**src/rtl/clk_div_pkg.sv**
```systemverilog
// Shared types and defaults for the programmable clock divider.
// Holds the divider FSM encoding plus the default counter width and half-period.
package clk_div_pkg;

   localparam int CLK_DIV_CNT_W    = 8;
   localparam int CLK_DIV_DEF_HALF = 5;

   typedef enum logic [1:0] {
      ST_IDLE = 2'd0,
      ST_RUN  = 2'd1,
      ST_PEND = 2'd2
   } state_t;

endpackage

```
**src/rtl/clk_fixed_div.sv**
```systemverilog
// Free-running registered clk/2 and clk/4 outputs.
// Both run from reset release regardless of the programmable divider enable.
module clk_fixed_div (
   input  logic clk,
   input  logic rst,
   output logic clk_half,
   output logic clk_quarter
);

   logic half_reg;
   logic quarter_reg;

   // clk/4 advances only when clk/2 is high, giving a clean 4-cycle period
   always_ff @(posedge clk or negedge rst) begin
      if (!rst) begin
         half_reg    <= 1'b0;
         quarter_reg <= 1'b0;
      end else begin
         half_reg <= ~half_reg;
         if (half_reg)
            quarter_reg <= ~quarter_reg;
      end
   end

   assign clk_half    = half_reg;
   assign clk_quarter = quarter_reg;

endmodule

```
**src/rtl/clk_div_gen.sv**
```systemverilog
// Programmable divided clock with edge strobes and glitch-free reload
// at full-period boundaries, plus fixed clk/2 and clk/4 outputs.
module clk_div_gen
   import clk_div_pkg::*;
#(
   parameter int CNT_W    = CLK_DIV_CNT_W,
   parameter int DEF_HALF = CLK_DIV_DEF_HALF
) (
   input  logic             clk,
   input  logic             rst,
   input  logic             en,
   input  logic [CNT_W-1:0] half_in,
   input  logic             load,
   output logic             clk_div,
   output logic             rise_tick,
   output logic             fall_tick,
   output logic             clk_half,
   output logic             clk_quarter,
   output logic             busy
);

   localparam logic [CNT_W-1:0] HALF_RST = CNT_W'(DEF_HALF);
   localparam logic [CNT_W-1:0] CNT_ONE  = CNT_W'(1);

   state_t           state_reg, state_next;
   logic [CNT_W-1:0] cnt_reg, cnt_next;
   logic [CNT_W-1:0] half_reg, half_next;
   logic [CNT_W-1:0] pend_reg, pend_next;
   logic             div_reg, div_next;
   logic             rise_reg, rise_next;
   logic             fall_reg, fall_next;
   logic [CNT_W-1:0] half_clamped;
   logic             toggle;

   always_ff @(posedge clk or negedge rst) begin
      if (!rst) begin
         state_reg <= ST_IDLE;
         cnt_reg   <= '0;
         half_reg  <= HALF_RST;
         pend_reg  <= HALF_RST;
         div_reg   <= 1'b0;
         rise_reg  <= 1'b0;
         fall_reg  <= 1'b0;
      end else begin
         state_reg <= state_next;
         cnt_reg   <= cnt_next;
         half_reg  <= half_next;
         pend_reg  <= pend_next;
         div_reg   <= div_next;
         rise_reg  <= rise_next;
         fall_reg  <= fall_next;
      end
   end

   always_comb begin
      state_next   = state_reg;
      cnt_next     = cnt_reg;
      half_next    = half_reg;
      pend_next    = pend_reg;
      div_next     = div_reg;
      rise_next    = 1'b0;
      fall_next    = 1'b0;
      half_clamped = (half_in == '0) ? CNT_ONE : half_in;
      toggle       = (cnt_reg >= half_reg - CNT_ONE);

      case (state_reg)
         ST_IDLE: begin
            if (load)
               half_next = half_clamped;
            if (en) begin
               state_next = ST_RUN;
               cnt_next   = '0;
            end
         end

         ST_RUN, ST_PEND: begin
            if (!en) begin
               // Leaving the run: a fresh load wins over an older pending value
               state_next = ST_IDLE;
               if (load)
                  half_next = half_clamped;
               else if (state_reg == ST_PEND)
                  half_next = pend_reg;
            end else begin
               if (toggle) begin
                  cnt_next  = '0;
                  div_next  = ~div_reg;
                  rise_next = ~div_reg;
                  fall_next = div_reg;
                  // New half-period only lands on a falling edge so no pulse is cut short
                  if (div_reg && (state_reg == ST_PEND)) begin
                     half_next  = pend_reg;
                     state_next = ST_RUN;
                  end
               end else begin
                  cnt_next = cnt_reg + CNT_ONE;
               end
               if (load) begin
                  pend_next  = half_clamped;
                  state_next = ST_PEND;
               end
            end
         end

         default: state_next = ST_IDLE;
      endcase
   end

   assign clk_div   = div_reg;
   assign rise_tick = rise_reg;
   assign fall_tick = fall_reg;
   assign busy      = (state_reg == ST_PEND);

   clk_fixed_div u_fixed (
      .clk         (clk),
      .rst         (rst),
      .clk_half    (clk_half),
      .clk_quarter (clk_quarter)
   );

endmodule
```
**config.mk**
```make
export PLATFORM = sky130hd
export DESIGN_NAME = clk_div_gen
export DESIGN_NICKNAME = d
export VERILOG_FILES = /design/src/rtl/clk_div_pkg.sv /design/src/rtl/clk_fixed_div.sv /design/src/rtl/clk_div_gen.sv
export SDC_FILE = /design/constraint.sdc
export NUM_CORES = 1
export LEC_CHECK = 0
export BUFFER_PORTS_ARGS = -buffer_cell sky130_fd_sc_hd__buf_4
export CAP_MARGIN = 20
export CORE_UTILIZATION = 30
export DETAILED_ROUTE_END_ITERATION = 10
export MAX_ROUTING_LAYER = met4
export PLACE_DENSITY = 0.51
export SYNTH_ARGS = -nofsm -noshare
export SYNTH_HDL_FRONTEND = slang
export SYNTH_SLANG_ARGS = --single-unit
```
**constraint.sdc**
```tcl
create_clock -name clk -period 3.27 [get_ports clk]
set_input_delay 0.327 -clock clk [delete_from_list [all_inputs] [get_ports clk]]
set_output_delay 0.327 -clock clk [all_outputs]
set_load 0.005 [all_outputs]
```
==> metrics.md, run 1 <==
| Metric | Value |
|---|---|
| Final hold vios | 0 |
| DPL Wire Length | 2480 um |
| Buffers on Ports | 17 |
| Core area | 5640 um^2 |
| Final Net Count | roughly 220 |
| Vias | between 1000 and 1500 |
| Share of layout cells above drive strength 1 | 0.250 |
| Area grow syn2layout | 16.3% |
| Post-CTS Setup Bufs | 0 |
| Multi-input logic area | approximately 960 um^2 |
| Drt wl/cell | 12.7 um |
| Max Cap Viol | 0 |
| DRC viols | 0 |
| Fin Hold WS | between 0.2 and 0.3 ns |
| CTS HTree Levels | 2 |
| Row count | 27 |
| Gr ovfl total | 0 |
| Die width | about 80 um |
| Status | finished, final reports clean |
| CP Max Fanout | 8 |
| Final period utilization | 0.923 |
| Leakage | roughly 0.99 nW |
| Post-synth EDFFs | 0 |
| Register area share after synthesis | 0.433 |
| CTS tree | yes |
| Routed Antenna Nets | 0 |
| YS warnings | 0 |
| Final setup TNS | 0 ns |
| Non-Filler Instances | 264 |
| DRT Pass-1 Iters | 4 |
| Clk Latency, worst-skew pair | around 0.28 ns |
| Hold crit path type | primary input to register |
| Fmax achieved | 331 MHz |
| Unrepaired setup endpoints after global routing | false |
| CTS resizes | 0 |
| Startpoint types | register |
| Placed insts | approximately 260 |
| Arrival time worst endpoint | between 3 and 4 ns |
| CTS Buffer Depth | 2 |
| Pwr Total | between 1.5 and 2 mW |
| Seq cells post-synth | 31 |
| Total GRT Usage | 0.121 |
| Vias in the first global route | 1171 |
| Routed WL | approximately 3300 um |
| Routability cong. | ~0.76 |
| Cells after Synth | 169 |
| Max-slew violations | 0 |
| Worst-margin pin slew | 0.768 ns |
| 1st-iter DRT viols | 40 |
| Clock-pin slew on the worst setup and hold paths | ~0.07 ns |
| Power per cell area | approximately 850 nW/um^2 |
| Die Ht | around 80 um |
| Vias/cell | around 4.8 |
| Hold_buf cts | 1 |
| Endpoint type of the worst setup path | register |
| Synth async-reset ratio | 1.00 |
| Largest net degree at the start of global routing | 32 |
| IO Pins | 18 |
| Syn nets | around 200 |
| Ant diodes | 0 |
| Crit path required time | between 3 and 4 ns |
| CTS sink count | 31 |
| Initial antenna violation count | 0 |
| First-pass GRT wire length | ~5600 um |
| Die footprint | 6330 um^2 |
| Final setup vio count | 0 |
| Yosys cell types | 37 |
| Fin crit period | between 3 and 4 ns |
| Crit Path Class | register to register |
| Clk_skew | approximately 0.0062 ns |
| Starting Density | 0.320 |
| Ys flop type | dfrtp_1 |
| Cell Area, Synth | roughly 1800 um^2 |
| Fillers | approximately 550 |
| Slew Limit Headroom | 0.484 |
| Root buf cell | clkbuf_8 |
| Post-layout util | 0.372 |
| Maximum vdd ir drop | around 0.00032 V |
| FF/Latch Area | a little under 800 um^2 |
| Syn Area/Cell | 10.7 um^2 |
| Total CTS buffers | 5 |
-- logic make-up after synthesis --
group	Yosys count	synth area share
compound gates	31	0.120
xor+xnor	8	0.0388
fa+ha+maj	14	0.0971
buf+inv	14	0.0333
flops	31	0.433
mux	23	0.153
simple gates	48	0.125
-- metrics by stage --
stage | cell area (um^2) | setup WS (ns)
5_1_grt | 2100 | 0.0917
2_1_floorplan | 1800 | 0.716
3_3_place_gp | 2000 | 0.320
6_report | 2100 | 0.252
4_1_cts | 2100 | 0.239
3_5_place_dp | 2000 | 0.251
-- critical path: stages (launching register included) --
cell and delay (ns):
dfstp_2 0.53, inv_1 0.09, ha_1 0.24, nand2_1 0.10, nor3_1 0.06, xnor2_1 0.13, ha_1 0.28, nand2_1 0.06
nor2_1 0.19, a311o_1 0.39, o211a_1 0.48, mux2_4 0.34
-- final timing paths --
check	from	endpoint	slack, ns	cells after the start
worst max-delay path	half_reg[0]$_DFFE_PN1P_	half_reg[6]$_DFFE_PN0P_	0.25	11
min in group asynchronous	rst	cnt_reg[2]$_DFFE_PN0P_	0.52	2
worst min register to register	u_fixed.clk_half$_DFF_PN0_	u_fixed.clk_half$_DFF_PN0_	0.46	1
max in group asynchronous	rst	pend_reg[2]$_DFFE_PN1P_	2.42	2
worst min-delay path	load	state_reg[0]$_DFFE_PN0P_	0.26	2
worst max register to register	half_reg[0]$_DFFE_PN1P_	half_reg[6]$_DFFE_PN0P_	0.25	11
-- Yosys cell counts (all sizes together) (2+ instances only) --
| master | number | area share |
|---|---|---|
| a211o | 3 | 0.015 |
| a21o | 2 | 0.0083 |
| a21oi | 4 | 0.011 |
| a311o | 2 | 0.011 |
| a31oi | 2 | 0.0069 |
| clkbuf | 2 | 0.0042 |
| dfrtp | 27 | 0.37 |
| dfstp | 4 | 0.058 |
| ha | 14 | 0.097 |
| inv | 11 | 0.023 |
| mux2 | 19 | 0.13 |
| mux2i | 4 | 0.022 |
| nand2 | 15 | 0.031 |
| nand2b | 2 | 0.0069 |
| nand3 | 6 | 0.017 |
| nor2 | 11 | 0.023 |
| nor3 | 6 | 0.017 |
| nor3b | 2 | 0.0083 |
| nor4 | 2 | 0.0069 |
| o21ai | 9 | 0.025 |
| o21bai | 2 | 0.0083 |
| xnor2 | 6 | 0.029 |
| xor2 | 2 | 0.0097 |
-- metal layers --
| layer | routed length (um) | GRT usage | part of all wire | vias to the layer above |
|---|---|---|---|---|
| met1 | 1790 | 0.167 | 0.54 | 589 |
| met4 | 33 | 0.0436 | 0.0099 | 0 |
| met2 | 1420 | 0.168 | 0.42 | 19 |
| met5 | 0 | - | 0 | - |
| li1 | - | - | - | 644 |
| met3 | 103 | 0.0343 | 0.031 | 4 |
-- power by group --
part	total (mW)	internal [mW]	switching [mW]
clock network	0.291	0.148	0.142
registers	0.638	0.534	0.103
logic	0.859	0.439	0.420
-- cells in the final DEF, fill, tap and decap left out, drive strengths merged, types with 2 or more instances in the layout --
cell,Yosys,layout
dfrtp,27,27
mux2,19,19
buf,1,17
nand2,15,15
ha,14,14
inv,11,11
nor2,11,11
o21ai,9,9
xnor2,6,6
nand3,6,6
nor3,6,6
clkbuf,2,6
a21oi,4,4
mux2i,4,4
dfstp,4,4
a211o,3,3
xor2,2,2
nor4,2,2
nand2b,2,2
a311o,2,2
o21bai,2,2
nor3b,2,2
a21o,2,2
a31oi,2,2
-- area by class of cell --
type                       count  area share
tap                           72      0.0429
clock buffer                   6      0.0346
inverter                      11      0.0197
multi-input combinational    124       0.459
clock inverter                 2     0.00596
sequential                    31       0.372
timing repair buffer          18      0.0656
No activity file was read; power rests on OpenSTA's default activity.
==> inputs of run 2 (changes only) <==
--- a/config.mk
+++ b/config.mk
@@ -5,6 +5,7 @@
 export SDC_FILE = /design/constraint.sdc
 export NUM_CORES = 1
 export LEC_CHECK = 0
+export ABC_AREA = 1
 export BUFFER_PORTS_ARGS = -buffer_cell sky130_fd_sc_hd__buf_4
 export CAP_MARGIN = 20
 export CORE_UTILIZATION = 30
==> run 2 against run 1 <==
Critical path depth grew 4. Worst hold slack gained 0.025 ns. Wire length grew 6.0%. Area after synthesis grew 4.2%. Setup slack gained 0.75 ns. Clock power grew 3%. Die area grew 4.1%. Critical endpoint is now half_reg[4]$_DFFE_PN0P_.
==> metrics.md, run 2 <==
| Metric | Value |
|---|---|
| Leakage | 1.15 nW (+15%) |
| DRT Pass-1 Iters | 4 (unchanged) |
| Hold path start | half_in[2] |
| Routed Antenna Nets | 0 (unchanged) |
| Final period utilization | 0.693 (-0.229) |
| FF-to-FF End | half_reg[4]$_DFFE_PN0P_ |
| Maximum vdd ir drop | 0.000346 V (+7.6%) |
| Routed WL | 3550 um (+6.0%) |
| Total GRT Usage | 0.135 (+0.0133) |
| Die footprint | 6590 um^2 (+4.1%) |
| Unrepaired setup endpoints after global routing | false |
| CTS Buffer Depth | 2 (unchanged) |
| Vias/cell | 4.36 (-8.4%) |
| Core area | 5990 um^2 (+6.2%) |
| Crit Path Class | register to register |
| Area contributors post-synth | dfrtp_1 36%, nand2_1 12%, ha_1 9.3% |
| Area grow syn2layout | 15.2% |
| Hold Path Cell Cnt | 3 (+1) |
| 1st-iter DRT viols | 28 (-30%) |
| Post-layout util | 0.362 (-0.0102) |
| Post-synth top cells | 62 x nand2_1, 32 x inv_1, 27 x dfrtp_1, 24 x nor2_1 |
| Top cell type's share of synthesized area | 0.359 (-0.0152) |
| Clock-pin slew on the worst setup and hold paths | 0.07 ns (about the same) |
| Vias in the first global route | 1407 (+20%) |
| First-pass GRT wire length | 6390 um (+14%) |
| Post-synth EDFFs | 0 (unchanged) |
| Gr ovfl total | 0 (unchanged) |
| Pre-CTS WS | 1.01 ns (+0.757 ns) |
| Status | finished, final reports clean |
| Fillers | 623 (+12%) |
| Die width | 81.2 um (+2.0%) |
| Syn nets | 257 (+32%) |
| Max Cap Viol | 0 (unchanged) |
| Syn Area/Cell | 8.14 um^2 (-24%) |
| Synth async-reset ratio | 1.00 (unchanged) |
| CP Max Fanout | 9 (+1) |
| Reg2reg setup slack | 1.00 ns (+0.75 ns) |
| Routability cong. | 0.809 (+6.0%) |
| Final Net Count | 279 (+29%) |
| Initial antenna violation count | 0 (unchanged) |
| Total CTS buffers | 5 (unchanged) |
| CTS resizes | 0 (unchanged) |
| Register area share after synthesis | 0.415 (-0.0176) |
| CTS sink count | 31 (unchanged) |
| Buffers on Ports | 17 (unchanged) |
| Post-CTS Setup Bufs | 0 (unchanged) |
| Seq cells post-synth | 31 (unchanged) |
| Arrival time worst endpoint | 2.44 ns (-0.74 ns) |
| Crit path required time | 3.44 ns (about the same) |
| IO Pins | 18 (unchanged) |
| Most common cell in the netlist | nand2_1 |
| Power per cell area | 881 nW/um^2 (+3.4%) |
| Final hold vios | 0 (unchanged) |
| Slew Limit Headroom | 0.629 (+0.144) |
| Worst-margin pin slew | 0.556 ns (-0.212 ns) |
| Fin crit period | 2.27 ns (-0.750 ns) |
| Largest area contributor in the netlist | dfrtp_1 |
| Row count | 28 (+3.7%) |
| Clk Latency, worst-skew pair | 0.29 ns (about the same) |
| Die Ht | 81.2 um (+2.0%) |
| Largest net degree at the start of global routing | 32 (unchanged) |
| Worst R2R Path Depth | 15 (+4) |
| DPL Wire Length | 2680 um (+7.9%) |
| Cell Area, Synth | 1880 um^2 (+4.2%) |
| Fin Hold WS | 0.289 ns (+0.0250 ns) |
| Vias | 1434 (+14%) |
| Final setup vio count | 0 (unchanged) |
| Share of layout cells above drive strength 1 | 0.177 (-0.0728) |
| CTS tree | yes |
| Worst R2R Start | half_reg[0]$_DFFE_PN1P_ |
| Fmax achieved | 441 MHz (+33%) |
| Clk_skew | 0.00940 ns (+0.00315 ns) |
| Hold Path End | pend_reg[2]$_DFFE_PN1P_ |
| Final setup TNS | 0 ns (unchanged) |
| Drt wl/cell | 10.8 um (-15%) |
| Endpoint type of the worst setup path | register |
| YS warnings | 0 (unchanged) |
| DRC viols | 0 (unchanged) |
| Hold crit path type | primary input to register |
| Commonest non-fill, non-tap cell in the layout | nand2_1 |
| Commonest cells after routing, fill and taps aside | 62 x nand2_1, 32 x inv_1, 27 x dfrtp_1, 24 x nor2_1, 17 x buf_4 |
| Yosys cell types | 24 (-35%) |
| Ys flop type | dfrtp_1 |
| Root buf cell | clkbuf_8 |
| CTS HTree Levels | 2 (unchanged) |
| Startpoint types | register |
| Max-slew violations | 0 (unchanged) |
| Pwr Total | 1.91 mW (+6.8%) |
| Cells after Synth | 231 (+37%) |
| Worst setup margin | 1.00 ns (+0.750 ns) |
| Starting Density | 0.314 (-0.00589) |
| Ant diodes | 0 (unchanged) |
==> run 2: cell count changes after synthesis, sizes merged, moves of 3 or more <==
cell,delta
mux2i,-4
nor2,+13
a211o,-3
nand3,+8
nand2,+52
inv,+22
xor2,+6
o21ai,+10
mux2,-19
==> run 2: repair_timing <==
item,in CTS,in global routing
endpoints found under the setup margin,0,0
hold buffers,1,0
hold endpoints to repair,25,0
==> run 2: worst max-delay path by stage <==
stage	end	startpoint	slack, ns	cells after the start
floorplan	half_reg[3]$_DFFE_PN0P_	half_reg[0]$_DFFE_PN1P_	1.14	15
CTS	half_reg[7]$_DFFE_PN0P_	half_reg[0]$_DFFE_PN1P_	0.99	15
detailed placement	half_reg[7]$_DFFE_PN0P_	half_reg[0]$_DFFE_PN1P_	1.01	15
global route	half_reg[4]$_DFFE_PN0P_	half_reg[0]$_DFFE_PN1P_	0.79	15
global placement	half_reg[5]$_DFFE_PN0P_	half_reg[0]$_DFFE_PN1P_	1.02	15
finish	half_reg[4]$_DFFE_PN0P_	half_reg[0]$_DFFE_PN1P_	1.00	15
==> run 2: through the flow <==
stage               instances  cell area (um^2)
finish                    329              2170
global route              329              2170
CTS                       329              2170
detailed placement        320              2070
floorplan                 231              1880
global placement          320              2070
==> run 2: area by class of cell <==
| type | instances | area (um^2) | area share |
|---|---|---|---|
| inverters | 33 | 124 | 0.0572 |
| clock buffers | 6 | 72.6 | 0.0335 |
| well taps | 75 | 93.8 | 0.0433 |
| repair buffers | 18 | 138 | 0.0635 |
| multi-input cells | 164 | 946 | 0.436 |
| clock inverters | 2 | 12.5 | 0.00577 |
| flip-flops and latches | 31 | 781 | 0.360 |
==> run 2: logic make-up after synthesis <==
kind of cell / share of synthesized area
xor gates and xnor gates: 0.0559
DFF: 0.415
adders and majority gates: 0.0931
AOI/OAI and AO/OA: 0.0938
and+or+nand+nor: 0.260
buffers and inverters: 0.0818
==> run 2: layer usage <==
layer	vias up	track usage	routed length, um
met5	-	-	0
met4	0	0.0536	53
met3	7	0.0337	104
met2	18	0.207	1580
met1	642	0.169	1810
li1	767	-	-
==> run 2: critical path, cell delays in order, from the launching register on <==
cell and delay, ns:
dfstp_2 0.53, inv_1 0.06, ha_1 0.22, nand2_1 0.10, nor3_1 0.06, xor2_1 0.13
inv_1 0.05, ha_1 0.26, nand2_1 0.06, o21a_1 0.24, nand2_4 0.10, nand2_4 0.07
nand2_8 0.09, nand2_4 0.08, nand2_1 0.07, nand2_1 0.04
==> run 2: report_power, final <==
group          total (mW)  internal, mW  switching, mW
Combinational       0.965         0.373          0.592
Clock               0.301         0.149          0.152
Sequential          0.642         0.535          0.107
==> inputs of run 3 (changes only) <==
==> constraint.sdc (replaced) <==
create_clock -name clk -period 2.12 [get_ports clk]
set_input_delay 0.212 -clock clk [delete_from_list [all_inputs] [get_ports clk]]
set_output_delay 0.212 -clock clk [all_outputs]
set_load 0.005 [all_outputs]
==> run 3 against run 2 <==
Worst hold slack lost 0.11 ns. The flow now finishes with violations (setup timing). Via count grew 2.0%. Count of clock-buffer cells in the layout grew 2.
==> metrics.md, run 3 (same netlist as run 2, synthesis figures left out) <==
| Metric | Value |
|---|---|
| Status | finished with violations |
| Failing checks | setup timing |
| Startpoint types | register |
| Fmax achieved | 459 MHz (+4.2%) |
| Fin crit period | 2.18 ns (-0.0905 ns) |
| Worst R2R Path Depth | 14 (-1) |
| Routed WL | 3710 um (+4.5%) |
| Unrepaired setup endpoints after global routing | true |
| Commonest non-fill, non-tap cell in the layout | nand2_1 |
| Vias in the first global route | 1373 (-2.4%) |
| CTS Buffer Depth | 2 (unchanged) |
| Fin Hold WS | 0.178 ns (-0.111 ns) |
| Cells along the critical path | nor2_1 > nand2_1 > nor2_1 > nand2_1 > nor3_2 > xnor2_1 > ha_1 > a21oi_2 > o21a_1 > nand2_4 > nand2_8 > nand2_8 > nand3_1 > nand2_1 |
| Share of layout cells above drive strength 1 | 0.244 (+0.0671) |
| Non-Filler Instances | 337 (+2.4%) |
| Routed Antenna Nets | 0 (unchanged) |
| Final setup vio count | 11 (+11) |
| Total GRT Usage | 0.135 (+0.000330) |
| CTS tree | yes |
| Reg2reg setup slack | -0.06 ns (-1.06 ns) |
| Starting Density | 0.314 (unchanged) |
| Worst-margin pin slew | 0.551 ns (-0.00570 ns) |
| Clk Latency, worst-skew pair | 0.28 ns (about the same) |
| Row count | 28 (unchanged) |
| Root buf cell | clkbuf_8 |
| CTS HTree Levels | 2 (unchanged) |
| Final Net Count | 287 (+2.9%) |
| Vias/cell | 4.34 (-0.40%) |
| Clk pwr share | 0.159 (about the same) |
| Critical path capture point | half_reg[3]$_DFFE_PN0P_ |
| Die footprint | 6590 um^2 (unchanged) |
| First-pass GRT wire length | 6430 um (+0.64%) |
| Total CTS buffers | 5 (unchanged) |
| Fillers | 620 (-0.48%) |
| Switching part of the total | 0.432 (-0.0137) |
| Worst path most repeated cell | nand2_1 |
| Crit Path Class | register to register |
| Maximum vdd ir drop | 0.000544 V (+57%) |
| Crit. Startpoint | half_reg[1]$_DFFE_PN0P_ |
| CP Max Fanout | 5 (-4) |
| Leakage | 1.19 nW (+3.8%) |
| Vias | 1463 (+2.0%) |
| Top sig layer | met4 |
| Met3 wire len | 115 um (+11%) |
| 1st-iter DRT viols | 63 (+130%) |
| FF/Latch Area | 781 um^2 (unchanged) |
| Routed length on met1 | 1800 um (-0.66%) |
| CP max stage cell | dfrtp_1 |
| Largest net degree at the start of global routing | 32 (unchanged) |
| Initial antenna violation count | 0 (unchanged) |
| DRT Pass-1 Iters | 4 (unchanged) |
| Placed insts | 325 (+1.6%) |
| Final setup TNS | -0.508 ns (-0.508 ns) |
| Clock-pin slew on the worst setup and hold paths | 0.06 ns (about the same) |
| Die width | 81.2 um (unchanged) |
| Int Pwr | 1.82 mW (+73%) |
| Area grow syn2layout | 22.7% |
| Crit path required time | 2.29 ns (-1.15 ns) |
| Power per cell area | 1390 nW/um^2 (+58%) |
| FF-to-FF End | half_reg[3]$_DFFE_PN0P_ |
| Post-layout util | 0.385 (+0.0234) |
| Routability cong. | 0.772 (-4.6%) |
| Max-slew violations | 0 (unchanged) |
| Switching power | 1.39 mW (+63%) |
| CP max stage delay | 0.41 ns (-0.12 ns) |
| Multi-input logic area | 1020 um^2 (+7.7%) |
| Gr ovfl total | 0 (unchanged) |
| CTS sink count | 31 (unchanged) |
| Max Cap Viol | 0 (unchanged) |
| Clk_skew | 0.00470 ns (-0.00470 ns) |
| Worst R2R Start | half_reg[1]$_DFFE_PN0P_ |
| Final period utilization | 1.03 (+0.333) |
| Endpoint type of the worst setup path | register |
| IO Pins | 18 (unchanged) |
| Commonest cells after routing, fill and taps aside | 60 x nand2_1, 29 x inv_1, 27 x dfrtp_1, 24 x buf_4, 23 x nor2_1 |
| Sequential share of power | 0.309 (-0.028) |
| Slew Limit Headroom | 0.633 (+0.00381) |
| Core area | 5990 um^2 (unchanged) |
| Drt wl/cell | 11.0 um (+2.0%) |
| Hold crit path type | primary input to register |
| Arrival time worst endpoint | 2.35 ns (-0.09 ns) |
| DRC viols | 0 (unchanged) |
| Die Ht | 81.2 um (unchanged) |
| DPL Wire Length | 2760 um (+2.8%) |
| Final hold vios | 0 (unchanged) |
| Ant diodes | 0 (unchanged) |
| Combinational Power Share | 0.532 (+0.026) |
| WL met2 | 1750 um (+11%) |
| Worst setup margin | -0.0568 ns (-1.06 ns) |
| Buffers on Ports | 17 (unchanged) |
-- run 3: worst min path at each step --
| stage | slack [ns] | from | depth (start not counted) | to |
|---|---|---|---|---|
| floorplan | -0.08 | rst | 0 | clk_div$_DFFE_PN0P_ |
| global placement | 0.18 | rst | 1 | pend_reg[4]$_DFFE_PN0P_ |
| detailed placement | 0.18 | rst | 1 | pend_reg[4]$_DFFE_PN0P_ |
| CTS | 0.17 | half_in[2] | 3 | pend_reg[2]$_DFFE_PN1P_ |
| global route | 0.20 | half_in[2] | 3 | pend_reg[2]$_DFFE_PN1P_ |
| finish | 0.18 | half_in[2] | 3 | pend_reg[2]$_DFFE_PN1P_ |
-- run 3: final cells by class --
type                            instances  area share
Tap cell                               75      0.0407
Multi-Input combinational cell        165       0.441
Sequential cell                        31       0.338
Timing Repair Buffer                   25      0.0824
Clock buffer                            8      0.0434
Inverter                               33      0.0537
-- run 3: power by group through the flow --
stage	logic (mW)	registers, mW	clock network, mW
finish	1.71	0.994	0.511
global placement	1.55	0.994	0
floorplan	1.24	0.958	0
detailed placement	1.58	0.995	0
CTS	1.73	0.995	0.537
global route	1.99	1.02	0.553
-- run 3: per-layer routing --
metal,vias up,track usage
li1,783,-
met4,0,0.0536
met2,21,0.205
met3,5,0.0337
met5,-,-
met1,654,0.171
-- run 3: through the flow --
stage | power (mW) | instance area, um^2 | setup slack, ns
2_1_floorplan | 2.20 | 1880 | 0.00391
4_1_cts | 3.26 | 2290 | -0.0792
3_5_place_dp | 2.58 | 2110 | -0.164
3_3_place_gp | 2.54 | 2110 | -0.115
5_1_grt | 3.56 | 2310 | -0.266
6_report | 3.21 | 2310 | -0.0568
-- run 3: timing repair --
| item | CTS | global route |
|---|---|---|
| hold endpoints to repair | 27 | 0 |
| setup endpoints to repair | 19 | 21 |
| pin swaps | 8 | 2 |
| setup buffers | 1 | 1 |
| hold buffers | 1 | 0 |
| gates resized for setup | 12 | 3 |
| gates cloned | 1 | 0 |
-- run 3: critical path: cells and delay by family (launching register included) --
family | cells | cell delay (ns)
flops | 1 | 0.41
fa+ha+maj | 1 | 0.27
compound gates | 2 | 0.33
simple gates | 10 | 0.92
xor+xnor | 1 | 0.13
